[src/rtl/conv1_frame_ctrl_pkg.sv]
// conv1_frame_ctrl_pkg: shared state encoding, sizing helpers and constants
// for the conv1 frame sequencer.
package conv1_frame_ctrl_pkg;

  typedef enum logic [2:0] {
    ST_IDLE   = 3'd0,
    ST_LOAD_W = 3'd1,
    ST_STREAM = 3'd2,
    ST_DRAIN  = 3'd3,
    ST_DONE   = 3'd4
  } state_t;

  localparam int W_ADDR_W = 5;

  // Counter width able to hold 0..n-1 (at least one bit).
  function automatic int cnt_w(input int n);
    return (n <= 2) ? 1 : $clog2(n);
  endfunction

  // A pixel closes a full kernel window once both coordinates reach KERNEL_W-1.
  function automatic logic in_window(input int x, input int y, input int k);
    return (x >= k - 1) && (y >= k - 1);
  endfunction

endpackage

[src/rtl/conv1_frame_ctrl_if.sv]
// conv1_frame_if: pixel stream, engine feed and weight-load signals of the
// conv1 sequencer. master = controller side, slave = pixel source / engine / ROM.
interface conv1_frame_if #(
  parameter int PIX_W = 8,
  parameter int WGT_W = 16
);
  logic [PIX_W-1:0]        pix_in_data;
  logic                    pix_in_valid;
  logic                    pix_in_ready;
  logic [PIX_W-1:0]        eng_data;
  logic                    eng_data_valid;
  logic                    eng_img_en;
  logic [4:0]              w_rom_addr;
  logic signed [WGT_W-1:0] w_rom_data;
  logic                    w_load_en;
  logic [4:0]              w_load_idx;
  logic signed [WGT_W-1:0] w_load_data;
  logic                    eng_out_valid;

  modport master (
    input  pix_in_data, pix_in_valid, w_rom_data,
    output pix_in_ready, eng_data, eng_data_valid, eng_img_en,
           w_rom_addr, w_load_en, w_load_idx, w_load_data, eng_out_valid
  );

  modport slave (
    output pix_in_data, pix_in_valid, w_rom_data,
    input  pix_in_ready, eng_data, eng_data_valid, eng_img_en,
           w_rom_addr, w_load_en, w_load_idx, w_load_data, eng_out_valid
  );
endinterface

[src/rtl/conv1_frame_ctrl_pos_counter.sv]
// conv1_pos_counter: x/y pixel position inside the frame. Advances on en,
// x wraps at IMG_W and carries into y; y wraps at IMG_H. last flags the final pixel.
module conv1_pos_counter
  import conv1_frame_ctrl_pkg::*;
#(
  parameter int IMG_W = 200,
  parameter int IMG_H = 200,
  parameter int XW    = cnt_w(IMG_W),
  parameter int YW    = cnt_w(IMG_H)
) (
  input  logic          clk,
  input  logic          rst,
  input  logic          clr,
  input  logic          en,
  output logic [XW-1:0] x_cnt,
  output logic [YW-1:0] y_cnt,
  output logic          last
);

  // Raster-order position update; clr has priority over en.
  always_ff @(posedge clk or posedge rst) begin
    if (rst) begin
      x_cnt <= '0;
      y_cnt <= '0;
    end else if (clr) begin
      x_cnt <= '0;
      y_cnt <= '0;
    end else if (en) begin
      if (x_cnt == XW'(IMG_W - 1)) begin
        x_cnt <= '0;
        y_cnt <= (y_cnt == YW'(IMG_H - 1)) ? '0 : y_cnt + 1'b1;
      end else begin
        x_cnt <= x_cnt + 1'b1;
      end
    end
  end

  assign last = (x_cnt == XW'(IMG_W - 1)) && (y_cnt == YW'(IMG_H - 1));

endmodule

[src/rtl/conv1_frame_ctrl.sv]
// conv1_frame_ctrl: sequencer for the conv1 5x5 engine. Loads KERNEL_W^2
// weights from the ROM, streams one IMG_W x IMG_H frame with valid/ready,
// flags valid engine sums and pulses done after draining the pipeline.
// Optional build macro CONV1_CTRL_STALL_CNT_EN adds stall_cnt, the number of
// STREAM cycles without an incoming pixel.
module conv1_frame_ctrl
  import conv1_frame_ctrl_pkg::*;
#(
  parameter int IMG_W    = 200,
  parameter int IMG_H    = 200,
  parameter int KERNEL_W = 5,
  parameter int PIPE_LAT = 2,
  parameter int PIX_W    = 8,
  parameter int WGT_W    = 16
) (
  input  logic            clk,
  input  logic            rst,
  input  logic            start,
  input  logic            abort,
  output logic            busy,
  output logic            done,
  conv1_frame_if.master   bus
`ifdef CONV1_CTRL_STALL_CNT_EN
  ,
  output logic [31:0]     stall_cnt
`endif
);

  localparam int N_WGT = KERNEL_W * KERNEL_W;
  localparam int XW    = cnt_w(IMG_W);
  localparam int YW    = cnt_w(IMG_H);
  localparam int DRN_W = cnt_w(PIPE_LAT + 1);

  state_t                  state;
  logic [W_ADDR_W-1:0]     k_cnt;
  logic [DRN_W-1:0]        drn_cnt;
  logic                    pix_rdy;
  logic                    img_en;
  logic                    wld_en;
  logic                    accept;
  logic                    start_go;
  logic                    abort_go;
  logic                    pos_clr;
  logic                    pos_last;
  logic [XW-1:0]           x_cnt;
  logic [YW-1:0]           y_cnt;
  logic                    win;
  logic signed [WGT_W-1:0] wgt_p0;
  logic [PIX_W-1:0]        eng_data_p1;
  logic                    vld_p1;
  logic [PIPE_LAT:0]       vld_p;

  assign accept   = bus.pix_in_valid & pix_rdy;
  assign start_go = (state == ST_IDLE) & start & ~abort;
  assign abort_go = abort & ((state == ST_LOAD_W) | (state == ST_STREAM) | (state == ST_DRAIN));
  assign pos_clr  = abort | (state == ST_IDLE);
  assign win      = accept & in_window(int'(x_cnt), int'(y_cnt), KERNEL_W);

  conv1_pos_counter #(
    .IMG_W (IMG_W),
    .IMG_H (IMG_H),
    .XW    (XW),
    .YW    (YW)
  ) u_pos (
    .clk   (clk),
    .rst   (rst),
    .clr   (pos_clr),
    .en    (accept),
    .x_cnt (x_cnt),
    .y_cnt (y_cnt),
    .last  (pos_last)
  );

  // Frame FSM with registered control outputs.
  always_ff @(posedge clk or posedge rst) begin
    if (rst) begin
      state   <= ST_IDLE;
      busy    <= 1'b0;
      done    <= 1'b0;
      pix_rdy <= 1'b0;
      img_en  <= 1'b0;
      wld_en  <= 1'b0;
      k_cnt   <= '0;
      drn_cnt <= '0;
    end else begin
      done <= 1'b0;
      if (abort_go) begin
        state   <= ST_IDLE;
        busy    <= 1'b0;
        pix_rdy <= 1'b0;
        img_en  <= 1'b0;
        wld_en  <= 1'b0;
        k_cnt   <= '0;
        drn_cnt <= '0;
      end else begin
        case (state)
          ST_IDLE: begin
            if (start_go) begin
              state  <= ST_LOAD_W;
              busy   <= 1'b1;
              wld_en <= 1'b1;
              k_cnt  <= '0;
            end
          end
          ST_LOAD_W: begin
            if (k_cnt == W_ADDR_W'(N_WGT - 1)) begin
              state   <= ST_STREAM;
              wld_en  <= 1'b0;
              k_cnt   <= '0;
              pix_rdy <= 1'b1;
              img_en  <= 1'b1;
            end else begin
              k_cnt <= k_cnt + 1'b1;
            end
          end
          ST_STREAM: begin
            if (accept && pos_last) begin
              state   <= ST_DRAIN;
              pix_rdy <= 1'b0;
              img_en  <= 1'b0;
              drn_cnt <= '0;
            end
          end
          ST_DRAIN: begin
            if (drn_cnt == DRN_W'(PIPE_LAT)) begin
              state <= ST_DONE;
              done  <= 1'b1;
            end else begin
              drn_cnt <= drn_cnt + 1'b1;
            end
          end
          ST_DONE: begin
            state <= ST_IDLE;
            busy  <= 1'b0;
          end
          default: begin
            state <= ST_IDLE;
            busy  <= 1'b0;
          end
        endcase
      end
    end
  end

  // Stage p1: accepted pixel registered toward the engine.
  always_ff @(posedge clk or posedge rst) begin
    if (rst) begin
      eng_data_p1 <= '0;
      vld_p1      <= 1'b0;
    end else begin
      vld_p1 <= accept;
      if (accept) eng_data_p1 <= bus.pix_in_data;
    end
  end

  // Window-valid delay line; keeps shifting outside STREAM so late sums still flag.
  always_ff @(posedge clk or posedge rst) begin
    if (rst) begin
      vld_p <= '0;
    end else begin
      vld_p[0] <= win;
      for (int i = 1; i <= PIPE_LAT; i++) vld_p[i] <= vld_p[i-1];
    end
  end

`ifdef CONV1_CTRL_STALL_CNT_EN
  // Bubble counter: STREAM cycles with no pixel offered, restarted by each accepted start.
  always_ff @(posedge clk or posedge rst) begin
    if (rst) begin
      stall_cnt <= '0;
    end else if (start_go) begin
      stall_cnt <= '0;
    end else if ((state == ST_STREAM) && !bus.pix_in_valid) begin
      stall_cnt <= stall_cnt + 32'd1;
    end
  end
`endif

  assign wgt_p0             = bus.w_rom_data;
  assign bus.pix_in_ready   = pix_rdy;
  assign bus.eng_img_en     = img_en;
  assign bus.eng_data       = eng_data_p1;
  assign bus.eng_data_valid = vld_p1;
  assign bus.w_rom_addr     = k_cnt;
  assign bus.w_load_en      = wld_en;
  assign bus.w_load_idx     = wld_en ? k_cnt : '0;
  assign bus.w_load_data    = wld_en ? wgt_p0 : '0;
  assign bus.eng_out_valid  = vld_p[PIPE_LAT];

endmodule
[src/flat_wrapper.sv]
// flat-port wrapper written by rule: the top's interface ports become plain ports
module conv1_frame_ctrl_flat import conv1_frame_ctrl_pkg::*;
#(
  parameter int IMG_W    = 200,
  parameter int IMG_H    = 200,
  parameter int KERNEL_W = 5,
  parameter int PIPE_LAT = 2,
  parameter int PIX_W    = 8,
  parameter int WGT_W    = 16
)
  (clk, rst, start, abort, busy, done, bus_pix_in_data, bus_pix_in_valid, bus_w_rom_data, bus_pix_in_ready, bus_eng_data, bus_eng_data_valid, bus_eng_img_en, bus_w_rom_addr, bus_w_load_en, bus_w_load_idx, bus_w_load_data, bus_eng_out_valid);
  conv1_frame_if #(.PIX_W(PIX_W), .WGT_W(WGT_W)) bus_i ();
  input  logic clk;
  input  logic rst;
  input  logic start;
  input  logic abort;
  output logic busy;
  output logic done;
  input wire logic [$bits(bus_i.pix_in_data)-1:0] bus_pix_in_data;
  input wire logic [$bits(bus_i.pix_in_valid)-1:0] bus_pix_in_valid;
  input wire logic [$bits(bus_i.w_rom_data)-1:0] bus_w_rom_data;
  output wire logic [$bits(bus_i.pix_in_ready)-1:0] bus_pix_in_ready;
  output wire logic [$bits(bus_i.eng_data)-1:0] bus_eng_data;
  output wire logic [$bits(bus_i.eng_data_valid)-1:0] bus_eng_data_valid;
  output wire logic [$bits(bus_i.eng_img_en)-1:0] bus_eng_img_en;
  output wire logic [$bits(bus_i.w_rom_addr)-1:0] bus_w_rom_addr;
  output wire logic [$bits(bus_i.w_load_en)-1:0] bus_w_load_en;
  output wire logic [$bits(bus_i.w_load_idx)-1:0] bus_w_load_idx;
  output wire logic [$bits(bus_i.w_load_data)-1:0] bus_w_load_data;
  output wire logic [$bits(bus_i.eng_out_valid)-1:0] bus_eng_out_valid;
  assign bus_i.pix_in_data = bus_pix_in_data;
  assign bus_i.pix_in_valid = bus_pix_in_valid;
  assign bus_i.w_rom_data = bus_w_rom_data;
  assign bus_pix_in_ready = bus_i.pix_in_ready;
  assign bus_eng_data = bus_i.eng_data;
  assign bus_eng_data_valid = bus_i.eng_data_valid;
  assign bus_eng_img_en = bus_i.eng_img_en;
  assign bus_w_rom_addr = bus_i.w_rom_addr;
  assign bus_w_load_en = bus_i.w_load_en;
  assign bus_w_load_idx = bus_i.w_load_idx;
  assign bus_w_load_data = bus_i.w_load_data;
  assign bus_eng_out_valid = bus_i.eng_out_valid;
  conv1_frame_ctrl #(.IMG_W(IMG_W), .IMG_H(IMG_H), .KERNEL_W(KERNEL_W), .PIPE_LAT(PIPE_LAT), .PIX_W(PIX_W), .WGT_W(WGT_W)) u_core (.clk(clk), .rst(rst), .start(start), .abort(abort), .busy(busy), .done(done), .bus(bus_i));
endmodule
[config.mk]
export PLATFORM = sky130hd
export DESIGN_NAME = conv1_frame_ctrl_flat
export DESIGN_NICKNAME = d
export VERILOG_FILES = /design/src/rtl/conv1_frame_ctrl_pkg.sv /design/src/rtl/conv1_frame_ctrl_if.sv /design/src/rtl/conv1_frame_ctrl_pos_counter.sv /design/src/rtl/conv1_frame_ctrl.sv /design/src/flat_wrapper.sv
export SDC_FILE = /design/constraint.sdc
export NUM_CORES = 1
export LEC_CHECK = 0
export BUFFER_PORTS_ARGS = -buffer_cell sky130_fd_sc_hd__buf_2
export CAP_MARGIN = 20
export CORE_ASPECT_RATIO = 1.75
export CORE_UTILIZATION = 51
export CTS_CLUSTER_DIAMETER = 120
export DETAILED_ROUTE_END_ITERATION = 7
export PLACE_DENSITY = 0.87
export SLEW_MARGIN = 20
export SYNTH_ARGS = -nofsm -noshare
export SYNTH_HDL_FRONTEND = slang
export SYNTH_HIERARCHICAL = 1
export SYNTH_SLANG_ARGS = --single-unit
[constraint.sdc]
create_clock -name clk -period 2.7 [get_ports clk]
set_input_delay 0.135 -clock clk [delete_from_list [all_inputs] [get_ports clk]]
set_output_delay 0.135 -clock clk [all_outputs]
set_load 0.02 [all_outputs]
==> flow_summary_export.csv <==
group,metric,value,unit
synthesis,avgSynthCellArea,9.74,µm²
sta,fin_crit,2270,ps
critical_path,crit_type,"reg2reg",
critical_path,arrival,2480,ps
critical_path,cp_max_fo,15,
synthesis,synthArstFlopShare,100,%
sta,rsz0062_at_grt,"false",
cells_and_area,layout_commonest_cell,"buf_2",
synthesis,synth_top_cell_by_area,"dfrtp_1",
place,place.gp.congestion,0.909,
clocking,htree_levels,2,
detailed_routing,drtIter0Drc,55,
sta,worst_slack,430,ps
global_routing,grt_usage,24.0,%
clocking,cts_made_buffers,5,
clocking,insertion_delay,300,ps
sta,hold_viol_final,0,
detailed_routing,wl,5180,µm
die,die_height,91.6,µm
global_routing,first_global_vias,1937,
synthesis,synth.top_cell.area_share,45.0,%
place,place_worst_setup_slack,579,ps
run,maxCapViolCount,0,
sta,final_max_slew_viol_count,0,
die,dieWidth,53.2,µm
run_status,status,"finished clean",
critical_path,cp-start-kind,"flop",
global_routing,antenna_found_initial,0,
synthesis,synth-seq-area-share,45.0,%
hold_path,min_path_type,"in2reg",
sta,slew_headroom,52.9,%
cells_and_area,nNetsFinal,344,
detailed_routing,via_per_inst,5.65,
critical_path,worstSetupEndpointType,"flop",
synthesis,ys.warnings.count,6,
synthesis,syn_inst,240,
sta,skew,9.09,ps
pwr,power_density,645,nW/µm²
detailed_routing,num_vias,2040,
synthesis,syn_nets,275,
place,portBuffers,69,
die,start_util,53.1,%
synthesis,synth_edf_count,0,
global_routing,grt_first_pass_wirelength,8560,µm
synthesis,ys.flop_type,"dfrtp_1",
sta,finalSetupViolCount,0,
detailed_routing,ant_nets,0,
pwr,power.leakage,1.46,nW
cells_and_area,synthToLayoutAreaGrowth,22.3,%
clocking,cts.path.max_buffers,2,
clocking,cts_root_buf,"clkbuf_8",
critical_path,crit_required,2910,ps
detailed_routing,first_pass_iters,5,
clocking,clock-sinks,42,
synthesis,synth_area_leaders,"dfrtp_1 45%, and2_1 4.8%, mux2_2 4.3%",
cells_and_area,layout-drive-gt1-share,32.9,%
sta,fin_setup_tns,0,ps
synthesis,ys_ff_latch,42,
die,ioPinCount,70,
sta,worst_pin_slew,701,ps
cells_and_area,num_antenna_cells,0,
pwr,vdd_drop_max,469,µV
die,core-area,4400,µm²
global_routing,grt_max_degree,27,
detailed_routing,wl_per_cell,14.4,µm
die,die_area,4870,µm²
clocking,cts_tree,"done",
clocking,cts_resized,0,
die,num_rows,32,
cells_and_area,layout_common_cells,"69 x buf_2, 42 x dfrtp_1, 18 x nor2_1, 18 x and2_1, 15 x nand2_1",
synthesis,syn-cell-area,2340,µm²
global_routing,overflow,0,
synthesis,synth.lib_cells_used.distinct,51,
detailed_routing,drc,0,
sta,period_share,84.1,%
sta,max_freq,0.440,GHz
clocking,clk_pin_slew,80,ps
place,dpl.hpwl,3960,µm
## timing repair
action,4_1_cts,5_1_grt
buffers inserted,0,0
hold buffers,1,0
hold endpoints to repair,16,0
## area by class of cell
| cell class | count | area (µm²) |
|---|---|---|
| Tap cell | 51 | 63.8 |
| Multi-Input combinational cell | 175 | 1190 |
| Inverter | 14 | 52.6 |
| Clock buffer | 5 | 68.8 |
| Sequential cell | 42 | 1050 |
| Timing Repair Buffer | 71 | 363 |
| Clock inverter | 3 | 68.8 |
| Fill cell | 382 | 1550 |
## worst max-delay path, cell delays in order (launching register included)
cell      delay [ps]
dfrtp_1          580
nor3_1           140
or2_2            430
a311oi_1         650
nand4_1          190
mux2i_1          190
## sequential cells by signal (all words and copies together), names as in the netlist
name                       count
u_core/bus.eng_data            8
u_core/u_pos/x_cnt             8
u_core/u_pos/y_cnt             8
u_core/bus.w_rom_addr          5
u_core/state                   3
u_core/vld_p                   3
u_core/drn_cnt                 2
u_core/bus.eng_data_valid      1
u_core/bus.eng_img_en          1
u_core/bus.w_load_en           1
u_core/busy                    1
u_core/done                    1
## power breakdown
part	switching [mW]	internal, mW	total, mW
Sequential	0.0813	0.670	0.751
Combinational	0.307	0.197	0.504
Clock	0.220	0.370	0.590
Total	0.608	1.24	1.85
## cells in the mapped netlist, drive strengths merged (2+ instances only)
cell type  instances
mux2               9
xor2               4
a31o               2
nand3b             3
a22o               2
and4b              2
nor2              18
o21ai              5
inv               14
nand2b             5
nand4              3
or4b               2
or4                4
xnor2              4
and2              19
a21o               2
nor2b              3
ha                 6
nand2             15
nor3              12
a21oi             11
dfrtp             42
mux2i              4
nor4               2
a31oi              4
clkbuf             4
buf                5
nand3             12
or2                5
o21bai             2
## final timing paths
check	from	endpoint	slack (ps)	cells after the start
max	u_core/state[0]	u_core/u_pos/x_cnt[6]	430	5
max in group asynchronous	rst	u_core/u_pos/y_cnt[2]	1800	3
max reg2reg	u_core/state[0]	u_core/u_pos/x_cnt[6]	430	5
min in group asynchronous	rst	u_core/bus.eng_data[1]	450	3
min	bus_pix_in_data[6]	u_core/bus.eng_data[6]	60	2
min reg2reg	u_core/vld_p[0]	u_core/vld_p[1]	350	0
## routing by layer
| layer | GRT usage, % | up-vias | part of all wire (%) |
|---|---|---|---|
| met5 | 0 | - | 0 |
| met4 | 11.6 | 0 | 3.1 |
| met3 | 3.35 | 15 | 6.0 |
| met2 | 44.8 | 92 | 56 |
| met1 | 24.2 | 955 | 35 |
| li1 | - | 978 | - |
## through the flow
| step | instances | util, % | instance area, µm² | hold WS (ps) | power (mW) |
|---|---|---|---|---|---|
| 6_report | 361 | 64.9 | 2860 | 63.1 | 1.85 |
| 5_1_grt | 361 | 64.9 | 2860 | 59.5 | 1.96 |
| 4_1_cts | 361 | 64.9 | 2860 | 55.0 | 1.87 |
| 3_5_place_dp | 352 | 61.6 | 2710 | 249 | 1.27 |
| 3_3_place_gp | 352 | 61.6 | 2710 | 243 | 1.25 |
| 2_1_floorplan | 240 | - | 2340 | 48.7 | 1.11 |
## cells by family after synthesis
family / synth area share, %
mux: 6.05
simple gates: 28.5
buf+inv: 4.07
xor+xnor: 3.00
flops: 45.0
fa+ha+maj: 3.21
compound gates: 10.2
Power figures use the tool's default switching activity.
